### src/rtl/fll_cfg_pkg.sv
// Shared types and constants for the FLL configuration controller.
// Holds the sequencer state encoding, the captured configuration record
// and the range codes the CSR side commonly requests.
package fll_cfg_pkg;

   // Sequencer states, from idle through setup, cfgreq pulse, lock wait,
   // then either locked or error.
   typedef enum logic [2:0] {
      IDLE_UNLOCKED = 3'd0,
      SETUP         = 3'd1,
      CFGREQ        = 3'd2,
      WAIT_LOCK     = 3'd3,
      LOCKED        = 3'd4,
      ERROR         = 3'd5
   } fll_state_e;

   // Configuration that is driven to fll_top and held between requests.
   typedef struct packed {
      logic       bypass;
      logic       opmode;
      logic [3:0] range;
   } fll_cfg_t;

   // Range codes for the two standard operating points.
   localparam logic [3:0] RANGE_750M  = 4'h5;
   localparam logic [3:0] RANGE_1500M = 4'h8;

   // Largest of three timing parameters; sizes the shared cycle counter.
   function automatic int maxOf3(input int a, input int b, input int c);
      int m;
      m = a;
      if (b > m) m = b;
      if (c > m) m = c;
      return m;
   endfunction

endpackage

### src/rtl/fll_cfg_ctrl_if.sv
// CSR-side bus of the FLL configuration controller: the request
// valid/ready handshake with its payload, plus the status flags and
// the sticky-flag clear. The CSR logic is the master, the controller
// is the slave.
interface fll_cfg_ctrl_if;

   logic       req_valid;
   logic       req_ready;
   logic [3:0] req_range;
   logic       req_opmode;
   logic       req_bypass;
   logic       sts_clr;
   logic       sts_busy;
   logic       sts_locked;
   logic       sts_timeout;
   logic       sts_lock_lost;
   logic [1:0] sts_retries;

   modport master (
      output req_valid,
      output req_range,
      output req_opmode,
      output req_bypass,
      output sts_clr,
      input  req_ready,
      input  sts_busy,
      input  sts_locked,
      input  sts_timeout,
      input  sts_lock_lost,
      input  sts_retries
   );

   modport slave (
      input  req_valid,
      input  req_range,
      input  req_opmode,
      input  req_bypass,
      input  sts_clr,
      output req_ready,
      output sts_busy,
      output sts_locked,
      output sts_timeout,
      output sts_lock_lost,
      output sts_retries
   );

endinterface

### src/rtl/fll_lock_sync.sv
// Two-flop synchronizer bringing the asynchronous fll_lock indication
// into the reference clock domain. Both flops reset to 0 so a reset
// always reads as "not locked".
module fll_lock_sync (
   input  logic i_clk,
   input  logic i_rst,
   input  logic i_async,
   output logic o_sync
);

   logic r_meta;
   logic r_sync;

   // Shift the async input through two flops to resolve metastability.
   always_ff @(posedge i_clk or posedge i_rst) begin
      if (i_rst) begin
         r_meta <= 1'b0;
         r_sync <= 1'b0;
      end else begin
         r_meta <= i_async;
         r_sync <= r_meta;
      end
   end

   assign o_sync = r_sync;

endmodule

### src/rtl/fll_cfg_ctrl.sv
// Initiator side of the FLL configuration interface. Accepts a new
// range/opmode/bypass setting from the CSR side, holds it stable for a
// setup window, pulses cfgreq, then waits for the synchronized lock with
// a timeout and a bounded number of retries. Once locked it watches for
// lock loss and raises a sticky flag without trying to relock.
module fll_cfg_ctrl
   import fll_cfg_pkg::*;
#(
   parameter int unsigned SETUP_CYCLES  = 4,
   parameter int unsigned CFGREQ_CYCLES = 10,
   parameter int unsigned LOCK_TIMEOUT  = 16384,
   parameter int unsigned MAX_RETRY     = 2,
   parameter logic [3:0]  RESET_RANGE   = 4'h0
) (
   input  logic         fll_ref_clk,
   input  logic         fll_rst,
   fll_cfg_ctrl_if.slave csr,
   output logic         fll_bypass,
   output logic         fll_opmode,
   output logic         fll_cfgreq,
   output logic [3:0]   fll_range,
   input  logic         fll_lock
);

   localparam int CNT_W = $clog2(maxOf3(int'(SETUP_CYCLES), int'(CFGREQ_CYCLES),
                                        int'(LOCK_TIMEOUT))) + 1;

   localparam logic [CNT_W-1:0] SETUP_LAST  = CNT_W'(SETUP_CYCLES - 1);
   localparam logic [CNT_W-1:0] CFGREQ_LAST = CNT_W'(CFGREQ_CYCLES - 1);
   localparam logic [CNT_W-1:0] LOCK_LAST   = CNT_W'(LOCK_TIMEOUT - 1);
   localparam logic [1:0]       RETRY_MAX   = 2'(MAX_RETRY);

   localparam fll_cfg_t RESET_CFG = '{bypass: 1'b0, opmode: 1'b1, range: RESET_RANGE};

   fll_state_e       r_state;
   logic [CNT_W-1:0] r_cnt;
   logic [1:0]       r_retries;
   fll_cfg_t         r_cfg;
   logic             r_cfgreq;
   logic             r_locked;
   logic             r_timeout;
   logic             r_lockLost;

   fll_state_e       w_stateNext;
   logic [CNT_W-1:0] w_cntNext;
   logic [1:0]       w_retriesNext;
   fll_cfg_t         w_cfgNext;
   logic             w_lockedNext;
   logic             w_timeoutSet;
   logic             w_lockLostSet;
   logic             w_lockS;
   logic             w_ready;
   logic             w_transfer;

   fll_lock_sync u_lockSync (
      .i_clk   (fll_ref_clk),
      .i_rst   (fll_rst),
      .i_async (fll_lock),
      .o_sync  (w_lockS)
   );

   assign w_ready    = (r_state == IDLE_UNLOCKED) || (r_state == LOCKED) || (r_state == ERROR);
   assign w_transfer = csr.req_valid && w_ready;

   // Next-state logic: walks setup -> cfgreq -> lock wait with a single
   // shared counter that restarts at 0 on every phase change, so it never
   // needs to wrap. A handshake in any idle-like state restarts the whole
   // sequence and is the only place new configuration is captured.
   always_comb begin
      w_stateNext   = r_state;
      w_cntNext     = r_cnt;
      w_retriesNext = r_retries;
      w_cfgNext     = r_cfg;
      w_lockedNext  = r_locked;
      w_timeoutSet  = 1'b0;
      w_lockLostSet = 1'b0;

      case (r_state)
         IDLE_UNLOCKED, LOCKED, ERROR: begin
            if ((r_state == LOCKED) && !r_cfg.bypass && r_locked && !w_lockS) begin
               w_lockedNext  = 1'b0;
               w_lockLostSet = 1'b1;
            end
            if (w_transfer) begin
               w_stateNext   = SETUP;
               w_cntNext     = '0;
               w_retriesNext = 2'd0;
               w_lockedNext  = 1'b0;
               w_cfgNext     = '{bypass: csr.req_bypass,
                                 opmode: csr.req_opmode,
                                 range:  csr.req_range};
            end
         end

         SETUP: begin
            if (r_cnt == SETUP_LAST) begin
               w_stateNext = CFGREQ;
               w_cntNext   = '0;
            end else begin
               w_cntNext = r_cnt + 1'b1;
            end
         end

         CFGREQ: begin
            if (r_cnt == CFGREQ_LAST) begin
               w_stateNext = WAIT_LOCK;
               w_cntNext   = '0;
            end else begin
               w_cntNext = r_cnt + 1'b1;
            end
         end

         WAIT_LOCK: begin
            if (r_cfg.bypass) begin
               w_stateNext = LOCKED;
            end else if (w_lockS) begin
               w_stateNext  = LOCKED;
               w_lockedNext = 1'b1;
            end else if (r_cnt == LOCK_LAST) begin
               w_cntNext = '0;
               if (r_retries < RETRY_MAX) begin
                  w_retriesNext = r_retries + 2'd1;
                  w_stateNext   = SETUP;
               end else begin
                  w_stateNext  = ERROR;
                  w_timeoutSet = 1'b1;
               end
            end else begin
               w_cntNext = r_cnt + 1'b1;
            end
         end

         default: begin
            w_stateNext = IDLE_UNLOCKED;
            w_cntNext   = '0;
         end
      endcase
   end

   // State and status registers. cfgreq is registered from the next state
   // so the pulse to fll_top is glitch-free and drops with reset. Sticky
   // flags give a same-cycle set priority over the clear.
   always_ff @(posedge fll_ref_clk or posedge fll_rst) begin
      if (fll_rst) begin
         r_state    <= IDLE_UNLOCKED;
         r_cnt      <= '0;
         r_retries  <= 2'd0;
         r_cfg      <= RESET_CFG;
         r_cfgreq   <= 1'b0;
         r_locked   <= 1'b0;
         r_timeout  <= 1'b0;
         r_lockLost <= 1'b0;
      end else begin
         r_state    <= w_stateNext;
         r_cnt      <= w_cntNext;
         r_retries  <= w_retriesNext;
         r_cfg      <= w_cfgNext;
         r_cfgreq   <= (w_stateNext == CFGREQ);
         r_locked   <= w_lockedNext;
         r_timeout  <= w_timeoutSet | (r_timeout & ~csr.sts_clr);
         r_lockLost <= w_lockLostSet | (r_lockLost & ~csr.sts_clr);
      end
   end

   assign fll_bypass = r_cfg.bypass;
   assign fll_opmode = r_cfg.opmode;
   assign fll_range  = r_cfg.range;
   assign fll_cfgreq = r_cfgreq;

   assign csr.req_ready     = w_ready;
   assign csr.sts_busy      = (r_state == SETUP) || (r_state == CFGREQ) || (r_state == WAIT_LOCK);
   assign csr.sts_locked    = r_locked;
   assign csr.sts_timeout   = r_timeout;
   assign csr.sts_lock_lost = r_lockLost;
   assign csr.sts_retries   = r_retries;

endmodule

### src/flat_wrapper.sv
// flat-port wrapper written by rule: the top's interface ports become plain ports
module fll_cfg_ctrl_flat import fll_cfg_pkg::*;
#(
   parameter int unsigned SETUP_CYCLES  = 4,
   parameter int unsigned CFGREQ_CYCLES = 10,
   parameter int unsigned LOCK_TIMEOUT  = 16384,
   parameter int unsigned MAX_RETRY     = 2,
   parameter logic [3:0]  RESET_RANGE   = 4'h0
)
  (fll_ref_clk, fll_rst, fll_bypass, fll_opmode, fll_cfgreq, fll_range, fll_lock, csr_req_valid, csr_req_range, csr_req_opmode, csr_req_bypass, csr_sts_clr, csr_req_ready, csr_sts_busy, csr_sts_locked, csr_sts_timeout, csr_sts_lock_lost, csr_sts_retries);
  fll_cfg_ctrl_if csr_i ();
  input  logic fll_ref_clk;
  input  logic fll_rst;
  output logic fll_bypass;
  output logic fll_opmode;
  output logic fll_cfgreq;
  output logic [3:0] fll_range;
  input  logic fll_lock;
  input wire logic [$bits(csr_i.req_valid)-1:0] csr_req_valid;
  input wire logic [$bits(csr_i.req_range)-1:0] csr_req_range;
  input wire logic [$bits(csr_i.req_opmode)-1:0] csr_req_opmode;
  input wire logic [$bits(csr_i.req_bypass)-1:0] csr_req_bypass;
  input wire logic [$bits(csr_i.sts_clr)-1:0] csr_sts_clr;
  output wire logic [$bits(csr_i.req_ready)-1:0] csr_req_ready;
  output wire logic [$bits(csr_i.sts_busy)-1:0] csr_sts_busy;
  output wire logic [$bits(csr_i.sts_locked)-1:0] csr_sts_locked;
  output wire logic [$bits(csr_i.sts_timeout)-1:0] csr_sts_timeout;
  output wire logic [$bits(csr_i.sts_lock_lost)-1:0] csr_sts_lock_lost;
  output wire logic [$bits(csr_i.sts_retries)-1:0] csr_sts_retries;
  assign csr_i.req_valid = csr_req_valid;
  assign csr_i.req_range = csr_req_range;
  assign csr_i.req_opmode = csr_req_opmode;
  assign csr_i.req_bypass = csr_req_bypass;
  assign csr_i.sts_clr = csr_sts_clr;
  assign csr_req_ready = csr_i.req_ready;
  assign csr_sts_busy = csr_i.sts_busy;
  assign csr_sts_locked = csr_i.sts_locked;
  assign csr_sts_timeout = csr_i.sts_timeout;
  assign csr_sts_lock_lost = csr_i.sts_lock_lost;
  assign csr_sts_retries = csr_i.sts_retries;
  fll_cfg_ctrl #(.SETUP_CYCLES(SETUP_CYCLES), .CFGREQ_CYCLES(CFGREQ_CYCLES), .LOCK_TIMEOUT(LOCK_TIMEOUT), .MAX_RETRY(MAX_RETRY), .RESET_RANGE(RESET_RANGE)) u_core (.fll_ref_clk(fll_ref_clk), .fll_rst(fll_rst), .csr(csr_i), .fll_bypass(fll_bypass), .fll_opmode(fll_opmode), .fll_cfgreq(fll_cfgreq), .fll_range(fll_range), .fll_lock(fll_lock));
endmodule
### config.mk
export PLATFORM = sky130hd
export DESIGN_NAME = fll_cfg_ctrl_flat
export DESIGN_NICKNAME = d
export VERILOG_FILES = /design/src/rtl/fll_cfg_pkg.sv /design/src/rtl/fll_cfg_ctrl_if.sv /design/src/rtl/fll_lock_sync.sv /design/src/rtl/fll_cfg_ctrl.sv /design/src/flat_wrapper.sv
export SDC_FILE = /design/constraint.sdc
export NUM_CORES = 1
export LEC_CHECK = 0
export CAP_MARGIN = 20
export CORE_AREA = 3 3 80 52
export CTS_CLUSTER_SIZE = 10
export DETAILED_ROUTE_END_ITERATION = 8
export DIE_AREA = 0 0 83 55
export GPL_ROUTABILITY_DRIVEN = 0
export PLACE_DENSITY_LB_ADDON = 0.3
export REMOVE_ABC_BUFFERS = 1
export SLEW_MARGIN = 15
export SYNTH_ARGS = -nofsm -noshare
export SYNTH_HDL_FRONTEND = slang
export SYNTH_HIERARCHICAL = 1
export SYNTH_SLANG_ARGS = --single-unit
### constraint.sdc
create_clock -name fll_ref_clk -period 4 [get_ports fll_ref_clk]
set_input_delay 0.4 -clock fll_ref_clk [delete_from_list [all_inputs] [get_ports fll_ref_clk]]
set_output_delay 0.4 -clock fll_ref_clk [all_outputs]
set_load 0.05 [all_outputs]
==> flow_summary_export.csv <==
group,metric,value,unit
routing,via_count,1599,
place,io_buffer_count,24,
cts,numClockSinks,32,
critical_path,cp-startpoint,"u_core/r_cnt[0]",
floorplanning,coreArea,3530,sq um
place,dp_hpwl,3100,um
cts,cts_resized,0,
logic_synthesis,synthTopCellsByCount,"31 x dfrtp_1, 14 x nor2_1, 11 x a22oi_2",
logic_synthesis,synth_edf_count,0,
cts,ctsHoldBuffers,0,
cts,clkTransAtPathRegs,0.07,ns
final_layout,area_delta_synth_final,20.8,%
timing,skew,0.00480,ns
logic_synthesis,yosysTopAreaCell,"dfrtp_1",
critical_path,critPathMaxFanout,15,
global_routing,grt_overflow,0,
logic_synthesis,synth_cell_types,47,
logic_synthesis,syn-cell-area,1860,sq um
timing,hold_viol,0,
timing,fin_crit_sh,0.629,
outcome,status,"finished, final reports clean",
floorplanning,ios,25,
floorplanning,initial_utilization,0.526,
global_routing,grt_max_degree,22,
timing,setup-violations-final,0,
global_routing,grt_use_total,0.189,
cts,postCtsSetupRepairBufs,0,
final_layout,fillCellCount,283,
power_and_ir_drop,power,1.70,mW
power_and_ir_drop,p_leak,0.865,nW
cts,h-tree-depth,2,
critical_path,r2r-end,"u_core/r_cnt[12]",
critical_path,ff2ff_path_depth,5,
logic_synthesis,yosysWarnings,6,
power_and_ir_drop,irDropWorstVdd,0.556,mV
critical_path,r2r_setup_slack,1.48,ns
critical_path,r2r-start,"u_core/r_cnt[0]",
critical_path,worst_setup_path_end_kind,"flip-flop",
timing,worst_slew_pin_slew,0.916,ns
logic_synthesis,ys.flop_type,"dfrtp_1",
global_routing,grt_pass1_wl,6730,um
power_and_ir_drop,p_per_area,756,nW/um^2
timing,slew_violations,0,
timing,period_needed,2.52,ns
final_layout,antenna_cells,0,
floorplanning,die_h,55,um
critical_path,worst-setup-path-type,"flip-flop to flip-flop",
timing,timing.slew.headroom,0.390,
logic_synthesis,post-synth-top-count-cell,"dfrtp_1",
place,place_ws,1.47,ns
critical_path,critPathArrivalTime,2.63,ns
logic_synthesis,synth-seq-area-share,0.432,
logic_synthesis,yosys-top-cells-area,"dfrtp_1 42%, a22oi_2 7.4%, o31ai_1 4.0%, or4_1 4.0%, mux2_2 3.6%",
floorplanning,die_x,83,um
logic_synthesis,synth_top_area_frac,0.418,
routing,drt-initial-drc-count,148,
cts,clock_latency,0.28,ns
flow_run,maxCapViolations,0,
cts,cts_root_buf,"clkbuf_8",
logic_synthesis,synthCells,184,
logic_synthesis,syn_avg_cell_area,10.1,sq um
critical_path,critPathRequiredTime,4.11,ns
floorplanning,design.die.area,4570,sq um
timing,setup_slack,1.48,ns
final_layout,nNetsFinal,220,
routing,drc,0,
timing,grt_setup_unrepaired,"false",
critical_path,start_kind,"flip-flop",
routing,via_per_inst,6.27,
floorplanning,rows,17,
logic_synthesis,ys_async_sr_fraction,1.00,
global_routing,grt_pass1_vias,1370,
routing,wl,4260,um
timing,fmax,398,MHz
routing,post_drt_wl_per_cell,16.7,um
cts,cts_made_buffers,5,
routing,drtPass1Iterations,4,
global_routing,antenna_found_initial,0,
logic_synthesis,ys_seq_elements,32,
timing,setup_tns,0,ns
final_layout,drive_gt1_frac,0.159,
cts,clk_path_buf_depth,2,
final_layout,final_util,0.635,
min_path,min_path_type,"input port to async pin",
routing,ant_nets,0,
critical_path,crit_path_end,"u_core/r_cnt[12]",
cts,cts_tree,"built",
[layer usage]
layer	global-route usage	part of all wire	vias to the layer above
met5	0	0	-
li1	-	-	756
met4	0.0489	0.0045	0
met2	0.283	0.44	59
met3	0.0503	0.070	3
met1	0.274	0.48	781
[area by class of cell]
| cell class | instances | area (sq um) | area share |
|---|---|---|---|
| multi-input cells | 132 | 960 | 0.428 |
| flip-flops and latches | 32 | 802 | 0.358 |
| repair buffers | 26 | 259 | 0.115 |
| clock buffers | 7 | 96.3 | 0.0429 |
| well taps | 47 | 58.8 | 0.0262 |
| inverters | 10 | 37.5 | 0.0167 |
| clock inverters | 1 | 30.0 | 0.0134 |
[worst max-delay path, cell delays in order (launching register included)]
cell     delay (ns)
dfrtp_1        0.49
ha_1           0.31
nor4b_1        0.26
nand4_1        0.24
a22oi_2        0.83
a22oi_1        0.21
[cells in the final DEF (no fill, tap or decap), types with 4 or more instances in the layout]
master            n
o21ai_0           6
nand3_1           6
nor2_1           14
clkdlybuf4s50_1  24
dfrtp_1          31
inv_1            10
a22oi_2          11
o31ai_1          10
clkbuf_8          7
a21oi_1           6
nand4_1           7
mux2_2            6
nand2_1           7
or4_1            10
or3_1             4
a22oi_1           4
[how the worst min path moves through the flow]
stage	from	slack, ns	depth (start not counted)	endpoint
after global routing	fll_rst	0.29	2	u_core/u_lockSync/o_sync
after CTS	fll_rst	0.28	2	u_core/u_lockSync/r_meta
after floorplan	fll_rst	0.14	1	u_core/u_lockSync/o_sync
after detailed placement	u_core/u_lockSync/r_meta	0.34	0	u_core/u_lockSync/o_sync
after global placement	u_core/u_lockSync/r_meta	0.34	0	u_core/u_lockSync/o_sync
final	fll_rst	0.29	2	u_core/u_lockSync/r_meta
[metrics by stage]
| step | hold WS (ns) | area (sq um) | cells |
|---|---|---|---|
| after detailed placement | 0.341 | 2120 | 247 |
| final | 0.290 | 2240 | 255 |
| after CTS | 0.280 | 2240 | 255 |
| after global placement | 0.336 | 2110 | 246 |
| after global routing | 0.292 | 2240 | 255 |
| after floorplan | 0.141 | 1800 | 174 |
[where the power goes]
group          internal [mW]  switching [mW]  leakage [nW]
Combinational          0.291           0.567         0.381
Sequential             0.403          0.0937         0.419
Clock                  0.220           0.122        0.0645
[sequential cells by signal (all words and copies together), names as in the netlist]
name / cells
u_core/r_state: 3
u_core/fll_bypass: 1
u_core/csr.sts_retries: 2
u_core/csr.sts_timeout: 1
u_core/fll_range: 4
u_core/u_lockSync/o_sync: 1
u_core/csr.sts_lock_lost: 1
u_core/fll_cfgreq: 1
u_core/csr.sts_locked: 1
u_core/r_cnt: 15
u_core/u_lockSync/r_meta: 1
u_core/fll_opmode: 1
[logic make-up after synthesis]
logic type / Yosys count / share of synthesized area
compound gates: 49 / 0.218
xor+xnor: 1 / 0.00472
fa+ha+maj: 2 / 0.0135
buf+inv: 20 / 0.0532
flops: 32 / 0.432
mux: 7 / 0.0418
simple gates: 73 / 0.237
Power figures use the tool's default switching activity.
